**config.mk**
```make
export PLATFORM = sky130hd
export DESIGN_NAME = vend_ctrl
export DESIGN_NICKNAME = d
export VERILOG_FILES = /design/src/rtl/vend_pkg.sv /design/src/rtl/vend_timer.sv /design/src/rtl/vend_ctrl.sv
export SDC_FILE = /design/constraint.sdc
export NUM_CORES = 1
export LEC_CHECK = 0
export ABC_AREA = 0
export CORE_ASPECT_RATIO = 1.75
export CORE_MARGIN = 8
export CORE_UTILIZATION = 53
export CTS_BUF_LIST = sky130_fd_sc_hd__clkbuf_4
export CTS_CLUSTER_DIAMETER = 50
export DETAILED_ROUTE_END_ITERATION = 7
export PLACE_DENSITY = 0.85
export RECOVER_POWER = 50
export SLEW_MARGIN = 20
export SYNTH_ARGS = -nofsm -noshare
export SYNTH_HDL_FRONTEND = slang
export SYNTH_SLANG_ARGS = --single-unit
```
**constraint.sdc**
```tcl
create_clock -name clk_1ms -period 2.9 [get_ports clk_1ms]
set_clock_uncertainty 0.05 [all_clocks]
set_input_delay 0.725 -clock clk_1ms [delete_from_list [all_inputs] [get_ports clk_1ms]]
set_output_delay 0.725 -clock clk_1ms [all_outputs]
set_load 0.02 [all_outputs]
```
**src/rtl/vend_pkg.sv**
```systemverilog
`default_nettype none
// ============================================================================
//  Module      : vend_pkg
//  Description : Shared constants for the vending machine sequencer: state
//                codes (also consumed by the display driver), product codes,
//                coin values and small decode helpers.
//  Revision    : 1.0 - initial release
// ============================================================================
package vend_pkg;

    // State codes as seen on the ps output
    localparam logic [2:0] c_ST_RESET   = 3'd0;
    localparam logic [2:0] c_ST_PRODSEL = 3'd1;
    localparam logic [2:0] c_ST_AMTSEL  = 3'd2;
    localparam logic [2:0] c_ST_DISP    = 3'd3;
    localparam logic [2:0] c_ST_CHNG    = 3'd4;
    localparam logic [2:0] c_ST_REFUND  = 3'd5;
    localparam logic [2:0] c_ST_STOCK   = 3'd6;

    typedef enum logic [2:0] {
        ST_RESET   = c_ST_RESET,
        ST_PRODSEL = c_ST_PRODSEL,
        ST_AMTSEL  = c_ST_AMTSEL,
        ST_DISP    = c_ST_DISP,
        ST_CHNG    = c_ST_CHNG,
        ST_REFUND  = c_ST_REFUND,
        ST_STOCK   = c_ST_STOCK
    } vend_state_e;

    // Product codes shown on the display; A..E are consecutive
    localparam logic [3:0] c_PROD_NONE = 4'h0;
    localparam logic [3:0] c_PROD_A    = 4'hA;
    localparam logic [3:0] c_PROD_B    = 4'hB;
    localparam logic [3:0] c_PROD_C    = 4'hC;
    localparam logic [3:0] c_PROD_D    = 4'hD;
    localparam logic [3:0] c_PROD_E    = 4'hE;
    localparam int         c_NUM_PROD  = 5;

    // Coin values in credit units
    localparam logic [3:0] c_COIN_1 = 4'd1;
    localparam logic [3:0] c_COIN_2 = 4'd2;
    localparam logic [3:0] c_COIN_5 = 4'd5;

    // Value of a coin pulse vector; zero when it is not exactly one coin
    function automatic logic [3:0] coin_value(input logic [2:0] coin);
        case (coin)
            3'b001:  coin_value = c_COIN_1;
            3'b010:  coin_value = c_COIN_2;
            3'b100:  coin_value = c_COIN_5;
            default: coin_value = 4'd0;
        endcase
    endfunction

    // Index of the lowest set product button (lowest index wins)
    function automatic logic [2:0] lowest_prod(input logic [4:0] btn);
        lowest_prod = 3'd0;
        for (int i = 4; i >= 0; i--) begin
            if (btn[i]) begin
                lowest_prod = 3'(i);
            end
        end
    endfunction

endpackage
`default_nettype wire

```
**src/rtl/vend_timer.sv**
```systemverilog
`default_nettype none
// ============================================================================
//  Module      : vend_timer
//  Description : Idle/hold tick counter with synchronous clear. Flags the last
//                tick of the idle timeout window and of the hold window so the
//                sequencer can leave the state on that edge.
//  Revision    : 1.0 - initial release
// ============================================================================
module vend_timer #(
    parameter int TIMEOUT_TICKS = 10000,
    parameter int HOLD_TICKS    = 2000
) (
    input  logic clk_1ms,
    input  logic rst,
    input  logic clr,
    output logic timeout,
    output logic hold_done
);

    localparam int             c_CW        = $clog2(TIMEOUT_TICKS + 1);
    localparam logic [c_CW-1:0] c_TO_LAST   = c_CW'(TIMEOUT_TICKS - 1);
    localparam logic [c_CW-1:0] c_HOLD_LAST = c_CW'(HOLD_TICKS - 1);

    logic [c_CW-1:0] r_count;

    // Count ticks since the last clear, saturating at full scale
    always_ff @(posedge clk_1ms) begin
        if (rst || clr) begin
            r_count <= '0;
        end else if (r_count != '1) begin
            r_count <= r_count + 1'b1;
        end
    end

    assign timeout   = (r_count == c_TO_LAST);
    assign hold_done = (r_count == c_HOLD_LAST);

endmodule
`default_nettype wire

```
**src/rtl/vend_ctrl.sv**
```systemverilog
`default_nettype none
// ============================================================================
//  Module      : vend_ctrl
//  Description : Vending machine sequencer. Tracks selection, credit and
//                per-product stock; issues dispense, change/refund and coin
//                reject pulses. All outputs are registered.
//  Revision    : 1.0 - initial release
// ============================================================================
module vend_ctrl
    import vend_pkg::*;
#(
    parameter int PRICE_A       = 5,
    parameter int PRICE_B       = 7,
    parameter int PRICE_C       = 10,
    parameter int PRICE_D       = 12,
    parameter int PRICE_E       = 15,
    parameter int INIT_STOCK    = 3,
    parameter int TIMEOUT_TICKS = 10000,
    parameter int HOLD_TICKS    = 2000
) (
    input  logic       clk_1ms,
    input  logic       rst,
    input  logic [4:0] prod_btn,
    input  logic [2:0] coin,
    input  logic       cancel,
    input  logic       restock,
    output logic [2:0] ps,
    output logic [3:0] curr_prod,
    output logic [3:0] curr_price,
    output logic [3:0] money,
    output logic       dispense,
    output logic [3:0] change_val,
    output logic       change_stb,
    output logic       coin_reject,
    output logic [3:0] led
);

    function automatic logic [3:0] price_of(input logic [2:0] idx);
        case (idx)
            3'd0:    price_of = 4'(PRICE_A);
            3'd1:    price_of = 4'(PRICE_B);
            3'd2:    price_of = 4'(PRICE_C);
            3'd3:    price_of = 4'(PRICE_D);
            3'd4:    price_of = 4'(PRICE_E);
            default: price_of = 4'd0;
        endcase
    endfunction

    vend_state_e r_state, w_state_nxt;
    logic [3:0]  r_money, w_money_nxt;
    logic [3:0]  r_curr_prod, w_prod_nxt;
    logic [3:0]  r_curr_price, w_price_nxt;
    logic [2:0]  r_sel_idx, w_idx_nxt;
    logic        r_dispense, w_dispense_nxt;
    logic        r_change_stb, w_stb_nxt;
    logic [3:0]  r_change_val, w_cval_nxt;
    logic        r_coin_reject, w_reject_nxt;
    logic        r_led_rej, r_led_disp, r_led_chg;
    logic        w_timer_clr, w_restock, w_stock_dec;
    logic        w_timeout, w_hold_done, w_entering_reset;

    logic [c_NUM_PROD-1:0][3:0] w_stock;
    logic [c_NUM_PROD-1:0]      w_empty;

    logic        w_coin_any, w_btn_any;
    logic [3:0]  w_coin_val;
    logic [4:0]  w_sum;
    logic [2:0]  w_btn_idx;
    logic [3:0]  w_btn_code;

    assign w_coin_any = |coin;
    assign w_coin_val = coin_value(coin);
    assign w_sum      = {1'b0, r_money} + {1'b0, w_coin_val};
    assign w_btn_any  = |prod_btn;
    assign w_btn_idx  = lowest_prod(prod_btn);
    assign w_btn_code = c_PROD_A + {1'b0, w_btn_idx};

    vend_timer #(
        .TIMEOUT_TICKS (TIMEOUT_TICKS),
        .HOLD_TICKS    (HOLD_TICKS)
    ) u_timer (
        .clk_1ms   (clk_1ms),
        .rst       (rst),
        .clr       (w_timer_clr),
        .timeout   (w_timeout),
        .hold_done (w_hold_done)
    );

    // Per-product stock counters; decrement is guarded so stock never wraps
    generate
        for (genvar gi = 0; gi < c_NUM_PROD; gi++) begin : g_stock
            logic [3:0] r_stock_cnt;
            // Load on reset/restock, drop one unit when this product vends
            always_ff @(posedge clk_1ms) begin
                if (rst || w_restock) begin
                    r_stock_cnt <= 4'(INIT_STOCK);
                end else if (w_stock_dec && (r_sel_idx == 3'(gi)) && (r_stock_cnt != 4'd0)) begin
                    r_stock_cnt <= r_stock_cnt - 4'd1;
                end
            end
            assign w_stock[gi] = r_stock_cnt;
            assign w_empty[gi] = (r_stock_cnt == 4'd0);
        end
    endgenerate

    // Next-state and next-output decode for the sequencer
    always_comb begin
        w_state_nxt    = r_state;
        w_money_nxt    = r_money;
        w_prod_nxt     = r_curr_prod;
        w_price_nxt    = r_curr_price;
        w_idx_nxt      = r_sel_idx;
        w_dispense_nxt = 1'b0;
        w_stb_nxt      = 1'b0;
        w_cval_nxt     = 4'd0;
        w_reject_nxt   = 1'b0;
        w_timer_clr    = 1'b0;
        w_restock      = 1'b0;
        w_stock_dec    = 1'b0;

        case (r_state)
            ST_RESET: begin
                if (w_btn_any) begin
                    w_prod_nxt = w_btn_code;
                    w_idx_nxt  = w_btn_idx;
                    if (w_stock[w_btn_idx] != 4'd0) begin
                        w_state_nxt = ST_PRODSEL;
                        w_price_nxt = price_of(w_btn_idx);
                    end else begin
                        w_state_nxt = ST_STOCK;
                    end
                end
                w_reject_nxt = w_coin_any;
                w_restock    = restock;
            end

            ST_PRODSEL: begin
                w_timer_clr = w_btn_any | w_coin_any | cancel;
                if (cancel) begin
                    w_state_nxt  = ST_RESET;
                    w_prod_nxt   = c_PROD_NONE;
                    w_price_nxt  = 4'd0;
                    w_reject_nxt = w_coin_any;
                end else if (w_btn_any) begin
                    // Reselect: coins arriving alongside a button are returned
                    w_prod_nxt   = w_btn_code;
                    w_idx_nxt    = w_btn_idx;
                    w_reject_nxt = w_coin_any;
                    if (w_stock[w_btn_idx] != 4'd0) begin
                        w_price_nxt = price_of(w_btn_idx);
                    end else begin
                        w_state_nxt = ST_STOCK;
                        w_price_nxt = 4'd0;
                    end
                end else if (w_coin_any) begin
                    if (w_coin_val != 4'd0) begin
                        w_state_nxt = ST_AMTSEL;
                        w_money_nxt = w_coin_val;
                    end else begin
                        w_reject_nxt = 1'b1;
                    end
                end else if (w_timeout) begin
                    w_state_nxt = ST_RESET;
                    w_prod_nxt  = c_PROD_NONE;
                    w_price_nxt = 4'd0;
                end
            end

            ST_AMTSEL: begin
                // Credit reached the price on the previous edge: vend now
                if (r_money >= r_curr_price) begin
                    w_dispense_nxt = 1'b1;
                    w_stock_dec    = 1'b1;
                    w_reject_nxt   = w_coin_any;
                    if (r_money == r_curr_price) begin
                        w_state_nxt = ST_DISP;
                    end else begin
                        w_state_nxt = ST_CHNG;
                        w_stb_nxt   = 1'b1;
                        w_cval_nxt  = r_money - r_curr_price;
                    end
                end else if (cancel || (!w_coin_any && w_timeout)) begin
                    w_state_nxt  = ST_REFUND;
                    w_stb_nxt    = 1'b1;
                    w_cval_nxt   = r_money;
                    w_reject_nxt = w_coin_any;
                end else if (w_coin_any) begin
                    if ((w_coin_val != 4'd0) && (w_sum <= 5'd15)) begin
                        w_money_nxt = w_sum[3:0];
                        w_timer_clr = 1'b1;
                    end else begin
                        w_reject_nxt = 1'b1;
                    end
                end
            end

            ST_DISP, ST_CHNG, ST_REFUND, ST_STOCK: begin
                w_reject_nxt = w_coin_any;
                if (w_hold_done) begin
                    w_state_nxt = ST_RESET;
                    w_money_nxt = 4'd0;
                    w_prod_nxt  = c_PROD_NONE;
                    w_price_nxt = 4'd0;
                end
            end

            default: begin
                w_state_nxt = ST_RESET;
                w_money_nxt = 4'd0;
                w_prod_nxt  = c_PROD_NONE;
                w_price_nxt = 4'd0;
            end
        endcase

        if (w_state_nxt != r_state) begin
            w_timer_clr = 1'b1;
        end
    end

    assign w_entering_reset = (w_state_nxt == ST_RESET) && (r_state != ST_RESET);

    // Sequencer state, datapath and output registers
    always_ff @(posedge clk_1ms) begin
        if (rst) begin
            r_state       <= ST_RESET;
            r_money       <= 4'd0;
            r_curr_prod   <= c_PROD_NONE;
            r_curr_price  <= 4'd0;
            r_sel_idx     <= 3'd0;
            r_dispense    <= 1'b0;
            r_change_stb  <= 1'b0;
            r_change_val  <= 4'd0;
            r_coin_reject <= 1'b0;
            r_led_rej     <= 1'b0;
            r_led_disp    <= 1'b0;
            r_led_chg     <= 1'b0;
        end else begin
            r_state       <= w_state_nxt;
            r_money       <= w_money_nxt;
            r_curr_prod   <= w_prod_nxt;
            r_curr_price  <= w_price_nxt;
            r_sel_idx     <= w_idx_nxt;
            r_dispense    <= w_dispense_nxt;
            r_change_stb  <= w_stb_nxt;
            r_change_val  <= w_cval_nxt;
            r_coin_reject <= w_reject_nxt;
            r_led_rej     <= (r_led_rej  & ~w_entering_reset) | w_reject_nxt;
            r_led_disp    <= (r_led_disp & ~w_entering_reset) | w_dispense_nxt;
            r_led_chg     <= (r_led_chg  & ~w_entering_reset) | w_stb_nxt;
        end
    end

    assign ps          = r_state;
    assign curr_prod   = r_curr_prod;
    assign curr_price  = r_curr_price;
    assign money       = r_money;
    assign dispense    = r_dispense;
    assign change_val  = r_change_val;
    assign change_stb  = r_change_stb;
    assign coin_reject = r_coin_reject;
    assign led         = {r_led_rej, r_led_disp, r_led_chg, |w_empty};

endmodule
`default_nettype wire

```
==> reports/metrics.cfg <==
[sta]
timing.hold.ws_ns=0.4077
post-route-period-util_pct=97.60
final.min_clock_period_ns=2.831
worst_pin_slew_ns=0.5951
max_slew_margin_pct=59.91
setup_viol=0
timing.fmax_mhz=353.3
finalHoldViolCount=0
slew_viol_final=0

[clocking]
tritoncts=done
cts.root.buffer_cell=clkbuf_4
cts_inserted_buffers=9
clock_sinks=62
clk_pin_slew_worst_paths_ns=0.10
clockBufferDepth=2
ctsHoldBuffers=0
insertion_delay_ns=0.44
h-tree-depth=3

[synthesis]
synth.avg_cell_area_um2=8.250
ys_seq_elements=62
synthMuxAreaShare_pct=0.5630
syn_nets=459
synth_cell_types=67
ys.warnings.count=0
synth-async-reset-ratio_pct=0
netlist_area_um2=3556
synth_top_family_by_area=simple AND/OR/NAND/NOR gates
synth_fa_ha_area_share_pct=6.334
synth-edff-count=0
syn_inst=431
synth_compound_area_share_pct=17.00
seq_area_frac_synth_pct=34.90
synth_xor_area_share_pct=7.635
yosys_most_used_dff=dfxtp_1
synth_simple_gate_area_share_pct=27.52

[layout]
diodes=0
layout_common_cells=62 x nor2_1, 62 x dfxtp_1, 58 x buf_4, 35 x nand2_1, 31 x inv_1
utilization_pct=71.09
fill_cells=504
layout-drive-gt1-share_pct=20.19
layout.nets=553
syn_to_final_growth_pct=30.72

[placement]
gp_congestion=0.9184
io_buffers=37
dpl.hpwl_um=7402

[setup_path]
start_kind=primary input
path_max_fanout=7
cp.required_ns=3.22
crit_type=in -> reg
worstPathArrival_ns=3.15
crit_path_end_kind=register

[drt]
vias_per_cell=5.788
wirelength_um=9941
drt_iter0_drc=241
vias=3542
drcViolationCount=0
first_pass_iters=6
wire_per_inst_um=16.24
antenna_left=0

[pwr]
finalPower_uw=1833
total_leakage_power_uw=0.002035
ir_drop_v=0.0003589
pwr_density_cell_nw_per_um2=394.4

[grt]
grt_antenna_before_repair=0
grt_first_pass_wirelength_um=16330
gr-total-overflow=0
grt_pass1_vias=3574
track_usage_pct=20.55
grt_max_degree=17

[floorplan]
rows=39
die_x_um=77.92
start_util_pct=54.38
core_area_um2=6539
io_pins=38
die_height_um=124.4
die_area_um2=9690

[min_path]
hold_path_class=reg -> reg

[flow_run]
max_cap_viol_count=0

[run_status]
run_status=completed

## path summary, 6_finish.rpt
check | start | slack [ns] | endpoint | cells after the start
max | prod_btn[0] | 0.07 | u_timer.r_count[13] | 9
max reg2reg | money[0] | 0.12 | u_timer.r_count[13] | 11
min | curr_prod[0] | 0.41 | curr_prod[0] | 2
min reg2reg | curr_prod[0] | 0.41 | curr_prod[0] | 2
## routing by layer
layer | vias up | GRT usage (%) | wire, µm
met1 | 1685 | 19.56 | 3610
met4 | 0 | 12.40 | 449
met5 | - | 0 | 0
met3 | 38 | 5.853 | 507
li1 | 1710 | - | -
met2 | 109 | 37.22 | 5374
## timing repair
item / in CTS / in global routing
gates cloned: 0 / 0
endpoints found under the setup margin: 7 / 20
buffers inserted: 0 / 2
resized for setup: 5 / 18
pin swaps: 2 / 11
## worst max-delay path, cell delays in order
cell and delay (ns):
clkdlybuf4s50_1 0.54, or4b_1 0.60, nor2_1 0.15, a211oi_1 0.09, o211ai_1 0.29, nor4b_2 0.31
o211ai_2 0.12, buf_4 0.18, a211oi_1 0.15
## stage by stage
stage	instance area, µm²	std cells	setup TNS [ns]	worst slack (ns)
finish	4648	612	0	0.06948
global route	4648	612	-0.7136	-0.06343
CTS	4582	610	0	0.01638
detailed placement	4423	594	-13.04	-0.5487
global placement	4423	594	-11.03	-0.4781
floorplan	3580	431	0	0.001586
## synth_stat cells (4+ instances only)
cell / number / area share (%)
dfxtp_1: 62 / 35
nor2_1: 62 / 6.5
nand2_1: 35 / 3.7
inv_1: 32 / 3.4
a21oi_1: 21 / 3.0
xor2_1: 16 / 3.9
nand3_1: 15 / 2.1
xnor2_1: 15 / 3.7
ha_1: 14 / 4.9
nor3_1: 11 / 1.5
nand4_1: 9 / 1.6
a211oi_1: 8 / 1.7
buf_2: 7 / 0.99
clkbuf_1: 7 / 0.74
or3_1: 7 / 1.2
o211ai_1: 6 / 1.3
o21ai_0: 6 / 0.84
a21o_1: 5 / 1.1
a221oi_1: 5 / 1.2
a22o_1: 5 / 1.2
nand2b_1: 5 / 0.88
a22oi_1: 4 / 0.84
and3_1: 4 / 0.70
nor2b_1: 4 / 0.70
## cell families after synthesis
family	Yosys count
XOR/XNOR	31
flip-flops	62
multiplexers	2
adder cells (fa/ha/maj)	17
AND/OR/NAND/NOR	185
buffers and inverters	50
AO/OA/AOI/OAI	84
## where the power goes
part / internal [µW] / switching [µW]
Clock: 349 / 321
Sequential: 866 / 13.2
Combinational: 128 / 156
Total: 1340 / 490
## state kept, by name (all words and copies together), names as in the netlist
signal	flops
g_stock.r_stock_cnt	20
u_timer.r_count	14
change_val	4
curr_price	4
curr_prod	4
money	4
ps	3
r_sel_idx	3
change_stb	1
coin_reject	1
dispense	1
r_led_chg	1
r_led_disp	1
r_led_rej	1
## final cells by class
cell class / instances / area (µm²) / area share [%]
inverters: 32 / 120.1 / 2.584
flip-flops and latches: 62 / 1241 / 26.70
repair buffers: 101 / 819.5 / 17.63
well taps: 82 / 102.6 / 2.207
clock inverters: 6 / 76.32 / 1.642
clock buffers: 10 / 75.07 / 1.615
multi-input cells: 319 / 2213 / 47.62
No activity file was read; power rests on OpenSTA's default activity.
